[config.mk]
export PLATFORM = sky130hd
export DESIGN_NAME = cam_capture
export DESIGN_NICKNAME = d
export VERILOG_FILES = /design/src/rtl/cam_pkg.sv /design/src/rtl/cam_px_pack.sv /design/src/rtl/cam_capture.sv
export SDC_FILE = /design/constraint.sdc
export NUM_CORES = 1
export LEC_CHECK = 0
export BUFFER_PORTS_ARGS = -buffer_cell sky130_fd_sc_hd__clkbuf_2
export CORE_ASPECT_RATIO = 1.25
export CORE_MARGIN = 2
export CORE_UTILIZATION = 55
export DETAILED_ROUTE_END_ITERATION = 6
export PLACE_DENSITY = 0.76
export SLEW_MARGIN = 20
export SYNTH_ARGS = -nofsm -noshare
export SYNTH_HDL_FRONTEND = slang
export SYNTH_SLANG_ARGS = --single-unit
[constraint.sdc]
create_clock -name pclk -period 4.3 [get_ports pclk]
set_input_delay 0.215 -clock pclk [delete_from_list [all_inputs] [get_ports pclk]]
set_output_delay 0.215 -clock pclk [all_outputs]
set_load 0.02 [all_outputs]
[src/rtl/cam_pkg.sv]
// Shared FSM encoding, output-format constants and elaboration helpers
// for the OV7670 capture front end.
package cam_pkg;

  typedef enum logic [2:0] {
    ST_IDLE,
    ST_LINE_WAIT,
    ST_BYTE0,
    ST_BYTE1,
    ST_LINE_END
  } cam_state_e;

  localparam int FMT_RGB332 = 0;
  localparam int FMT_RGB444 = 1;
  localparam int FMT_RGB565 = 2;
  localparam int FMT_GRAY8  = 3;

  function automatic int fmt_dw(input int fmt);
    case (fmt)
      FMT_RGB444: return 12;
      FMT_RGB565: return 16;
      default:    return 8;
    endcase
  endfunction

  function automatic bit dec_legal(input int dec);
    return (dec == 1) || (dec == 2) || (dec == 4);
  endfunction

endpackage

[src/rtl/cam_px_pack.sv]
// Combinational RGB565 byte-pair to output-format packer; channels keep
// their MSBs. Shared with the test-pattern generator.
module cam_px_pack
  import cam_pkg::*;
#(
  parameter int FMT = FMT_RGB332,
  parameter int DW  = 8
) (
  input  logic [7:0]    i_byte0,
  input  logic [7:0]    i_byte1,
  output logic [DW-1:0] o_px
);

  logic [4:0] w_r;
  logic [5:0] w_g;
  logic [4:0] w_b;
  logic       w_unused_bits;

  assign w_r = i_byte0[7:3];
  assign w_g = {i_byte0[2:0], i_byte1[7:5]};
  assign w_b = i_byte1[4:0];

  // Formats that truncate leave channel LSBs unread.
  assign w_unused_bits = ^{w_r, w_g, w_b};

  generate
    if (FMT == FMT_RGB444) begin : g_rgb444
      assign o_px = {w_r[4:1], w_g[5:2], w_b[4:1]};
    end else if (FMT == FMT_RGB565) begin : g_rgb565
      assign o_px = {i_byte0, i_byte1};
    end else if (FMT == FMT_GRAY8) begin : g_gray8
      assign o_px = {w_g, 2'b00};
    end else begin : g_rgb332
      assign o_px = {w_r[4:2], w_g[5:3], w_b[4:3]};
    end
  endgenerate

endmodule

[src/rtl/cam_capture.sv]
// OV7670 capture front end: byte-pair assembly, 1/2/4 decimation, raster
// addressing and frame/line status, all in the camera pixel clock domain.
module cam_capture
  import cam_pkg::*;
#(
  parameter int AW    = 15,
  parameter int FMT   = FMT_RGB332,
  parameter int DW    = 8,
  parameter int H_RES = 160,
  parameter int V_RES = 120,
  parameter int DEC   = 1
) (
  input  logic          pclk,
  input  logic          rst,
  input  logic          vsync,
  input  logic          href,
  input  logic [7:0]    px_data,
  input  logic          capture_en,
  output logic [AW-1:0] mem_px_addr,
  output logic [DW-1:0] mem_px_data,
  output logic          px_wr,
  output logic          frame_done,
  output logic          line_err,
  output logic [7:0]    frame_cnt,
  output logic          busy
);

  localparam int LINE_PX = H_RES * DEC;
  localparam int CW      = $clog2(H_RES + 1);
  localparam int RW      = $clog2(V_RES + 1);
  localparam int PCW     = $clog2(LINE_PX + 2);
  localparam int DCW     = (DEC > 1) ? $clog2(DEC) : 1;

  if (!dec_legal(DEC)) begin : g_bad_dec
    $error("cam_capture: DEC must be 1, 2 or 4");
  end
  if (DW != fmt_dw(FMT)) begin : g_bad_dw
    $error("cam_capture: DW does not match FMT");
  end
  if (H_RES * V_RES > 2 ** AW) begin : g_bad_aw
    $error("cam_capture: H_RES*V_RES does not fit in AW bits");
  end

  cam_state_e     r_state;
  logic           r_vsync_q;
  logic [7:0]     r_byte0;
  logic           r_odd;
  logic [CW-1:0]  r_col;
  logic [RW-1:0]  r_row;
  logic [DCW-1:0] r_hdec;
  logic [DCW-1:0] r_vdec;
  logic [AW-1:0]  r_base;
  logic [PCW-1:0] r_cam_px;

  logic           w_vs_rise;
  logic           w_vs_fall;
  logic           w_line_kept;
  logic           w_px_keep;
  logic [DW-1:0]  w_px;

  assign w_vs_rise   = vsync & ~r_vsync_q;
  assign w_vs_fall   = ~vsync & r_vsync_q;
  assign w_line_kept = (r_vdec == '0) && (r_row < RW'(V_RES));
  assign w_px_keep   = w_line_kept && (r_hdec == '0) && (r_col < CW'(H_RES));

  cam_px_pack #(.FMT(FMT), .DW(DW)) u_pack (
    .i_byte0 (r_byte0),
    .i_byte1 (px_data),
    .o_px    (w_px)
  );

  always_ff @(posedge pclk) begin
    // NOTE: all state uses non-blocking assignments so every branch below
    // reads the pre-edge values, independent of statement order.
    if (rst) begin
      r_state     <= ST_IDLE;
      r_vsync_q   <= 1'b1;
      r_byte0     <= '0;
      r_odd       <= 1'b0;
      r_col       <= '0;
      r_row       <= '0;
      r_hdec      <= '0;
      r_vdec      <= '0;
      r_base      <= '0;
      r_cam_px    <= '0;
      mem_px_addr <= '0;
      mem_px_data <= '0;
      px_wr       <= 1'b0;
      frame_done  <= 1'b0;
      line_err    <= 1'b0;
      frame_cnt   <= '0;
      busy        <= 1'b0;
    end else begin
      r_vsync_q  <= vsync;
      px_wr      <= 1'b0;
      frame_done <= 1'b0;

      if (r_state != ST_IDLE && w_vs_rise) begin
        r_state    <= ST_IDLE;
        frame_done <= 1'b1;
        frame_cnt  <= frame_cnt + 8'd1;
        busy       <= 1'b0;
      end else begin
        case (r_state)
          ST_IDLE: begin
            if (w_vs_fall && capture_en) begin
              r_state  <= ST_LINE_WAIT;
              r_col    <= '0;
              r_row    <= '0;
              r_hdec   <= '0;
              r_vdec   <= '0;
              r_base   <= '0;
              r_cam_px <= '0;
              r_odd    <= 1'b0;
              line_err <= 1'b0;
              busy     <= 1'b1;
            end
          end
          ST_LINE_WAIT, ST_BYTE0: begin
            if (href) begin
              r_byte0 <= px_data;
              r_odd   <= 1'b1;
              r_state <= ST_BYTE1;
            end else if (r_state == ST_BYTE0) begin
              r_state <= ST_LINE_END;
            end
          end
          ST_BYTE1: begin
            if (href) begin
              if (w_px_keep) begin
                mem_px_addr <= r_base + AW'(r_col);
                mem_px_data <= w_px;
                px_wr       <= 1'b1;
                r_col       <= r_col + 1'b1;
              end
              r_hdec   <= (r_hdec == DCW'(DEC - 1)) ? '0 : r_hdec + 1'b1;
              r_cam_px <= (r_cam_px == '1) ? r_cam_px : r_cam_px + 1'b1;
              r_odd    <= 1'b0;
              r_state  <= ST_BYTE0;
            end else begin
              r_state <= ST_LINE_END;
            end
          end
          ST_LINE_END: begin
            if (w_line_kept && (r_odd || r_cam_px != PCW'(LINE_PX))) begin
              line_err <= 1'b1;
            end
            // Row and base saturate once past the last output line.
            if (r_vdec == DCW'(DEC - 1)) begin
              r_vdec <= '0;
              if (r_row < RW'(V_RES)) begin
                r_row  <= r_row + 1'b1;
                r_base <= r_base + AW'(H_RES);
              end
            end else begin
              r_vdec <= r_vdec + 1'b1;
            end
            r_col    <= '0;
            r_hdec   <= '0;
            r_cam_px <= '0;
            r_odd    <= 1'b0;
            r_state  <= ST_LINE_WAIT;
          end
          default: r_state <= ST_IDLE;
        endcase
      end
    end
  end

endmodule

==> impl_metrics.env, run 1 <==
export IMPL_outcome="finished, final reports clean"
export IMPL_grt_max_degree=41
export IMPL_worstSetupEndpointType="register"
export IMPL_hold_viol_final=0
export IMPL_sw_frac_of_total_pct=25.7
export IMPL_initial_core_util_pct=57.1
export IMPL_clk_pin_slew_ns=0.09
export IMPL_root_buffer="clkbuf_8"
export IMPL_wl_per_cell_um=14.3
export IMPL_ys_types=51
export IMPL_setup_viol=0
export IMPL_hp_class="in2reg"
export IMPL_clk_path_buf_depth=2
export IMPL_power_density_nw_per_um2=345
export IMPL_ctsHoldBuffers=0
export IMPL_synthXorXnorAreaFrac_pct=3.25
export IMPL_final_area_um2=4220
export IMPL_synth_area_mux_share_pct=4.35
export IMPL_synth_seq_area_share_pct=41.9
export IMPL_netlist_instances=445
export IMPL_drv_cap=0
export IMPL_synth_most_common_cell="dfxtp_1"
export IMPL_synth_main_ff_cell="dfxtp_1"
export IMPL_yosys_register_bits=79
export IMPL_ctsResizeCount=0
export IMPL_synthTopCellsByCount="dfxtp_1 (79), nand2_1 (59), a21oi_1 (35), nor2_1 (34), a211oi_1 (18)"
export IMPL_synth_edf_count=0
export IMPL_grt_usage_pct=22.3
export IMPL_synth_compound_area_share_pct=18.8
export IMPL_dp_final_hpwl_um=5550
export IMPL_min_period_over_period_pct=49.5
export IMPL_dieWidth_um=78.1
export IMPL_portBuffers=47
export IMPL_synth_simple_area_share_pct=24.2
export IMPL_first_pass_iters=4
export IMPL_via_per_inst=5.87
export IMPL_drv_slew=0
export IMPL_synth_avg_cell_area_um2=8.47
export IMPL_vias=3344
export IMPL_synth_fa_ha_area_share_pct=2.99
export IMPL_area_growth_pct=11.9
export IMPL_cp_max_fo=19
export IMPL_antenna_found_initial=0
export IMPL_cts_max_level=3
export IMPL_drt_iter0_markers=258
export IMPL_placed_cell_area_um2=4010
export IMPL_async_flop_share_pct=0
export IMPL_peakVddDrop_mv=0.193
export IMPL_syn_nets=467
export IMPL_dieArea_um2=7540
export IMPL_fmax_ghz=0.470
export IMPL_power_switching_mw=0.374
export IMPL_yosys_area_top_type_share_pct=41.9
export IMPL_antenna_cells=0
export IMPL_cts_sinks=79
export IMPL_power_frac_seq_pct=51.4
export IMPL_yosysTopAreaCell="dfxtp_1"
export IMPL_synth_area_leaders="dfxtp_1 (42%), nand2_1 (5.9%), a21oi_1 (4.6%)"
export IMPL_overflow=0
export IMPL_clock_latency_ns=0.36
export IMPL_rows=33
export IMPL_skew_ns=0.0122
export IMPL_combPwrFrac_pct=7.9
export IMPL_drc_errors=0
export IMPL_cp_required_ns=4.57
export IMPL_pwr_share_clk_pct=40.7
export IMPL_cellLeakagePower_nw=1.53
export IMPL_final_antenna_net_count=0
export IMPL_post_cts_buffers=0
export IMPL_wirelength_um=8130
export IMPL_critPathArrivalTime_ns=2.40
export IMPL_worst_slew_pin_slew_ns=0.813
export IMPL_rsz0062_at_grt="false"
export IMPL_cts_tree="done"
export IMPL_layout_drive_gt1_share_pct=16.1
export IMPL_critPathKind="reg2reg"
export IMPL_rrSetupSlack_ns=2.17
export IMPL_pin_count=48
export IMPL_grt_pass1_vias=2920
export IMPL_internal_power_mw=1.08
export IMPL_cts_buffers=9
export IMPL_period_minus_slack_ns=2.13
export IMPL_slew_headroom_pct=45.8
export IMPL_nNetsFinal=500
export IMPL_grt_pass1_wl_um=13300
export IMPL_syn_area_um2=3770
export IMPL_core_um2=6610
export IMPL_synth_top_family_by_area="simple AND/OR/NAND/NOR gates"
export IMPL_start_kind="register"
export IMPL_die_y_um=96.6
export IMPL_synth_warnings=0
export IMPL_holdWs_ns=0.0769
export IMPL_tns_ns=0
export IMPL_gp_congestion=0.882
final timing paths:
kind              start        endpoint  depth (start not counted)
min          px_data[4]  mem_px_data[1]                          3
max reg2reg    r_col[5]        r_col[7]                          4
max            r_col[5]        r_col[7]                          4
min reg2reg  r_byte0[6]  mem_px_data[6]                          2
routing by layer:
layer / routed length [um] / share of wire [%] / vias up / global-route usage (%)
met5: 0 / 0 / - / 0
met4: 133 / 1.6 / 0 / 8.33
met3: 344 / 4.2 / 12 / 5.11
met2: 3900 / 48 / 78 / 37.1
met1: 3750 / 46 / 1579 / 28.4
li1: - / - / 1675 / -
metrics by stage:
stage          instances  utilization [%]  worst slack, ns  power [mW]
6_report             570             63.9             2.17        1.46
5_1_grt              570             63.9             1.98        1.52
4_1_cts              570             63.9             1.94        1.47
3_5_place_dp         554             60.6             1.95       0.879
3_3_place_gp         554             60.6             2.05       0.878
2_1_floorplan        445                -             2.46       0.854
flip-flops by register name, summed over array words and instances, names as in the netlist:
name	cells
r_cam_px	8
busy	1
r_row	7
px_wr	1
mem_px_addr	15
r_col	8
r_base	10
line_err	1
frame_done	1
frame_cnt	8
r_vsync_q	1
r_state	3
r_byte0	6
mem_px_data	8
r_odd	1
cells in the final DEF (no fill, tap or decap), types with 2 or more instances in the layout:
cell type | synthesis | layout
xor2_1 | 2 | 2
a21boi_0 | 2 | 2
dfxtp_1 | 79 | 79
a211oi_1 | 18 | 18
a21oi_1 | 35 | 35
nor2_1 | 34 | 34
nand2_1 | 59 | 59
nor4b_1 | 2 | 2
nand4_1 | 12 | 12
o32ai_1 | 3 | 3
mux2_2 | 3 | 3
o211ai_1 | 2 | 2
and3b_1 | 2 | 2
clkbuf_8 | 0 | 11
a21o_1 | 3 | 3
or3_1 | 5 | 5
nand4b_1 | 3 | 3
nand2b_1 | 7 | 7
and3_1 | 3 | 3
a311oi_1 | 3 | 3
a211o_1 | 2 | 2
inv_6 | 0 | 2
or4_1 | 6 | 6
xnor2_1 | 12 | 12
inv_1 | 10 | 10
nor4_1 | 10 | 10
buf_4 | 0 | 3
mux2i_1 | 13 | 13
a31oi_1 | 6 | 6
a21boi_1 | 3 | 3
nor3_1 | 12 | 12
nor2b_1 | 3 | 3
nand3_1 | 12 | 12
o31ai_1 | 7 | 7
ha_1 | 9 | 9
o21a_1 | 4 | 4
clkbuf_2 | 0 | 47
o21ai_0 | 17 | 17
area by class of cell:
| class | count | area [um^2] |
|---|---|---|
| Fill cell | 597 | 2380 |
| Timing Repair Buffer | 50 | 258 |
| Multi-Input combinational cell | 328 | 2020 |
| Clock inverter | 5 | 63.8 |
| Clock buffer | 11 | 151 |
| Sequential cell | 79 | 1580 |
| Inverter | 10 | 37.5 |
| Tap cell | 87 | 109 |
logic make-up after synthesis:
logic type	after synthesis
AND/OR/NAND/NOR	179
XOR/XNOR	14
flip-flops	79
multiplexers	16
adder cells (fa/ha/maj)	9
AO/OA/AOI/OAI	110
buffers and inverters	38
critical path, stage by stage, from the launching register on:
cell	delay, ns
dfxtp_1	0.36
o21ai_0	0.46
nand4_2	0.55
or3_1	0.52
a21oi_1	0.14
power groups by stage:
| stage | Combinational [mW] | Sequential [mW] | Clock [mW] |
|---|---|---|---|
| final | 0.115 | 0.748 | 0.593 |
| after global routing | 0.127 | 0.750 | 0.640 |
| after CTS | 0.115 | 0.748 | 0.603 |
| after detailed placement | 0.114 | 0.765 | 0 |
| after global placement | 0.114 | 0.765 | 0 |
| after floorplan | 0.0906 | 0.764 | 0 |
Note: power is estimated with default switching activity, not from simulation.
==> run 2, diff against run 1 <==
- ABC_AREA: unset -> 1
- CORE_UTILIZATION: 55 -> 52
- PLACE_DENSITY: 0.76 -> 0.75
- clock period: 4.3 -> 1.88 ns (I/O delays scaled with it)
==> impl_metrics.env, run 2 <==
export IMPL_r2r_start="r_state[0]"
export IMPL_antenna_found_initial=0
export IMPL_cp_max_fo=16
export IMPL_rsz0062_at_grt="false"
export IMPL_final_area_um2=4630
export IMPL_cts_max_level=3
export IMPL_setup_viol=0
export IMPL_synth_warnings=0
export IMPL_tns_ns=0
export IMPL_period_minus_slack_ns=1.73
export IMPL_clock_latency_ns=0.36
export IMPL_worst_slew_pin_slew_ns=0.397
export IMPL_final_common_cell="nand2_1"
export IMPL_placed_cell_area_um2=4340
export IMPL_internal_power_mw=2.53
export IMPL_combPwrFrac_pct=13.9
export IMPL_power_density_nw_per_um2=780
export IMPL_grt_max_degree=30
export IMPL_yosys_register_bits=79
export IMPL_power_switching_mw=1.08
export IMPL_cp_required_ns=2.14
export IMPL_cts_tree="done"
export IMPL_async_flop_share_pct=0
export IMPL_crit_start="r_state[0]"
export IMPL_cts_sinks=79
export IMPL_start_kind="register"
export IMPL_min_period_over_period_pct=91.8
export IMPL_dieWidth_um=82.5
export IMPL_wl_per_cell_um=11.7
export IMPL_critPathArrivalTime_ns=1.99
export IMPL_largest_register="mem_px_addr"
export IMPL_portBuffers=47
export IMPL_root_buffer="clkbuf_8"
export IMPL_slew_headroom_pct=73.3
export IMPL_layout_setup_ws_ns=0.153
export IMPL_overflow=0
export IMPL_clk_path_buf_depth=2
export IMPL_dieArea_um2=8420
export IMPL_die_y_um=102
export IMPL_largestRegisters="mem_px_addr (15), r_base (10)"
export IMPL_drv_cap=0
export IMPL_via_per_inst=5.02
export IMPL_hold_start="px_data[1]"
export IMPL_peakVddDrop_mv=0.434
export IMPL_dp_final_hpwl_um=6430
export IMPL_power_mw=3.61
export IMPL_drc_errors=0
export IMPL_drv_slew=0
export IMPL_cts_buffers=9
export IMPL_pwr_share_clk_pct=37.1
export IMPL_synth_most_common_cell="nand2_1"
export IMPL_synth_seq_area_share_pct=39.5
export IMPL_fin_cells=764
export IMPL_gp_congestion=0.871
export IMPL_syn_area_um2=4010
export IMPL_placedCellCount=742
export IMPL_nNetsFinal=689
export IMPL_netlist_instances=607
export IMPL_grt_pass1_vias=3387
export IMPL_vias=3836
export IMPL_rows=35
export IMPL_pin_count=48
export IMPL_synth_edf_count=0
export IMPL_antenna_cells=0
export IMPL_critPathKind="reg2reg"
export IMPL_drt_iter0_markers=143
export IMPL_synth_area_leaders="dfxtp_1 (39%), nand2_1 (14%), nor2_1 (10%)"
export IMPL_hold_viol_final=0
export IMPL_synth_main_ff_cell="dfxtp_1"
export IMPL_yosys_area_top_type_share_pct=39.5
export IMPL_synthTopCellsByCount="nand2_1 (149), nor2_1 (109), dfxtp_1 (79), inv_1 (74), nand3_1 (41)"
export IMPL_yosysTopAreaCell="dfxtp_1"
export IMPL_area_growth_pct=15.5
export IMPL_first_pass_iters=5
export IMPL_sw_frac_of_total_pct=30.0
export IMPL_synth_avg_cell_area_um2=6.60
export IMPL_grt_usage_pct=22.2
export IMPL_wirelength_um=8940
export IMPL_largest_reg_flops=15
export IMPL_final_cell_mix="nand2_1 (148), nor2_1 (109), dfxtp_1 (78)"
export IMPL_layout_drive_gt1_share_pct=14.0
export IMPL_ys_types=32
export IMPL_worstSetupEndpointType="register"
export IMPL_place_ws_ns=0.101
export IMPL_post_cts_buffers=0
export IMPL_grt_pass1_wl_um=14700
export IMPL_syn_nets=629
export IMPL_power_frac_seq_pct=49.0
export IMPL_clk_pin_slew_ns=0.09
export IMPL_initial_core_util_pct=54.1
export IMPL_hp_class="in2reg"
export IMPL_skew_ns=0.00943
export IMPL_final_antenna_net_count=0
export IMPL_core_um2=7400
export IMPL_cellLeakagePower_nw=1.99
export IMPL_outcome="finished, final reports clean"
export IMPL_fmax_ghz=0.579
run 2: cell count changes after synthesis, moves of 7 or more:
cell	before	now
nand2_1	59	149
nor2_1	34	109
inv_1	10	74
nand3_1	12	41
o21ai_0	17	38
a211oi_1	18	0
mux2i_1	13	0
xnor2_1	12	1
clkbuf_1	15	6
nor4_1	10	1
buf_2	10	3
nand2b_1	7	0
o31ai_1	7	0
run 2: worst paths after layout:
| check | cells after the start | to | slack, ns |
|---|---|---|---|
| max | 8 | r_base[11] | 0.15 |
| min reg2reg | 2 | line_err | 0.46 |
| max reg2reg | 8 | r_base[11] | 0.15 |
| min | 3 | r_byte0[1] | 0.01 |
run 2: logic make-up (layout without fill, tap and decap cells):
group | after synthesis | in the layout | share of synthesized area [%]
fa+ha+maj | 9 | 9 | 2.81
compound gates | 83 | 83 | 10.8
xor+xnor | 6 | 6 | 1.31
simple gates | 338 | 338 | 36.1
buf+inv | 92 | 157 | 9.56
flops | 79 | 79 | 39.5
run 2: layout make-up:
cell class	instances	area, um^2
Clock inverter	7	87.6
Inverter	77	292
Sequential cell	79	1580
Multi-Input combinational cell	436	2050
Clock buffer	9	124
Timing Repair Buffer	64	378
Tap cell	92	115
Fill cell	701	2780
run 2: power groups by stage:
stage          clock network, mW  registers, mW  logic, mW
6_report                    1.34           1.77      0.502
5_1_grt                     1.43           1.78      0.572
4_1_cts                     1.37           1.77      0.502
3_5_place_dp                   0           1.81      0.488
3_3_place_gp                   0           1.80      0.482
2_1_floorplan                  0           1.81      0.360
run 2: routing by layer:
| layer | vias up | wire [um] | GRT usage (%) |
|---|---|---|---|
| li1 | 2034 | - | - |
| met1 | 1710 | 4210 | 28.9 |
| met2 | 77 | 4160 | 35.7 |
| met3 | 15 | 387 | 3.53 |
| met4 | 0 | 187 | 10.3 |
| met5 | - | 0 | 0 |
run 2: worst max-delay path: stages (launching register included):
cell     delay, ns
dfxtp_1       0.37
nor2_4        0.24
nand2_2       0.09
nand2_2       0.13
nand2_1       0.10
nor2_4        0.32
nand2_1       0.12
o21ai_0       0.19
nor2_1        0.06
run 2: through the flow:
stage	util, %	hold WS, ns
floorplan	-	0.190
global placement	58.7	0.329
detailed placement	58.7	0.333
CTS	62.4	0.00234
global route	62.5	0.0332
finish	62.5	0.0141
run 2: repair_timing:
item,CTS,global route
gates resized for setup,0,5
endpoints found under the setup margin,0,11
endpoints found under the hold margin,6,0
hold buffers,6,0
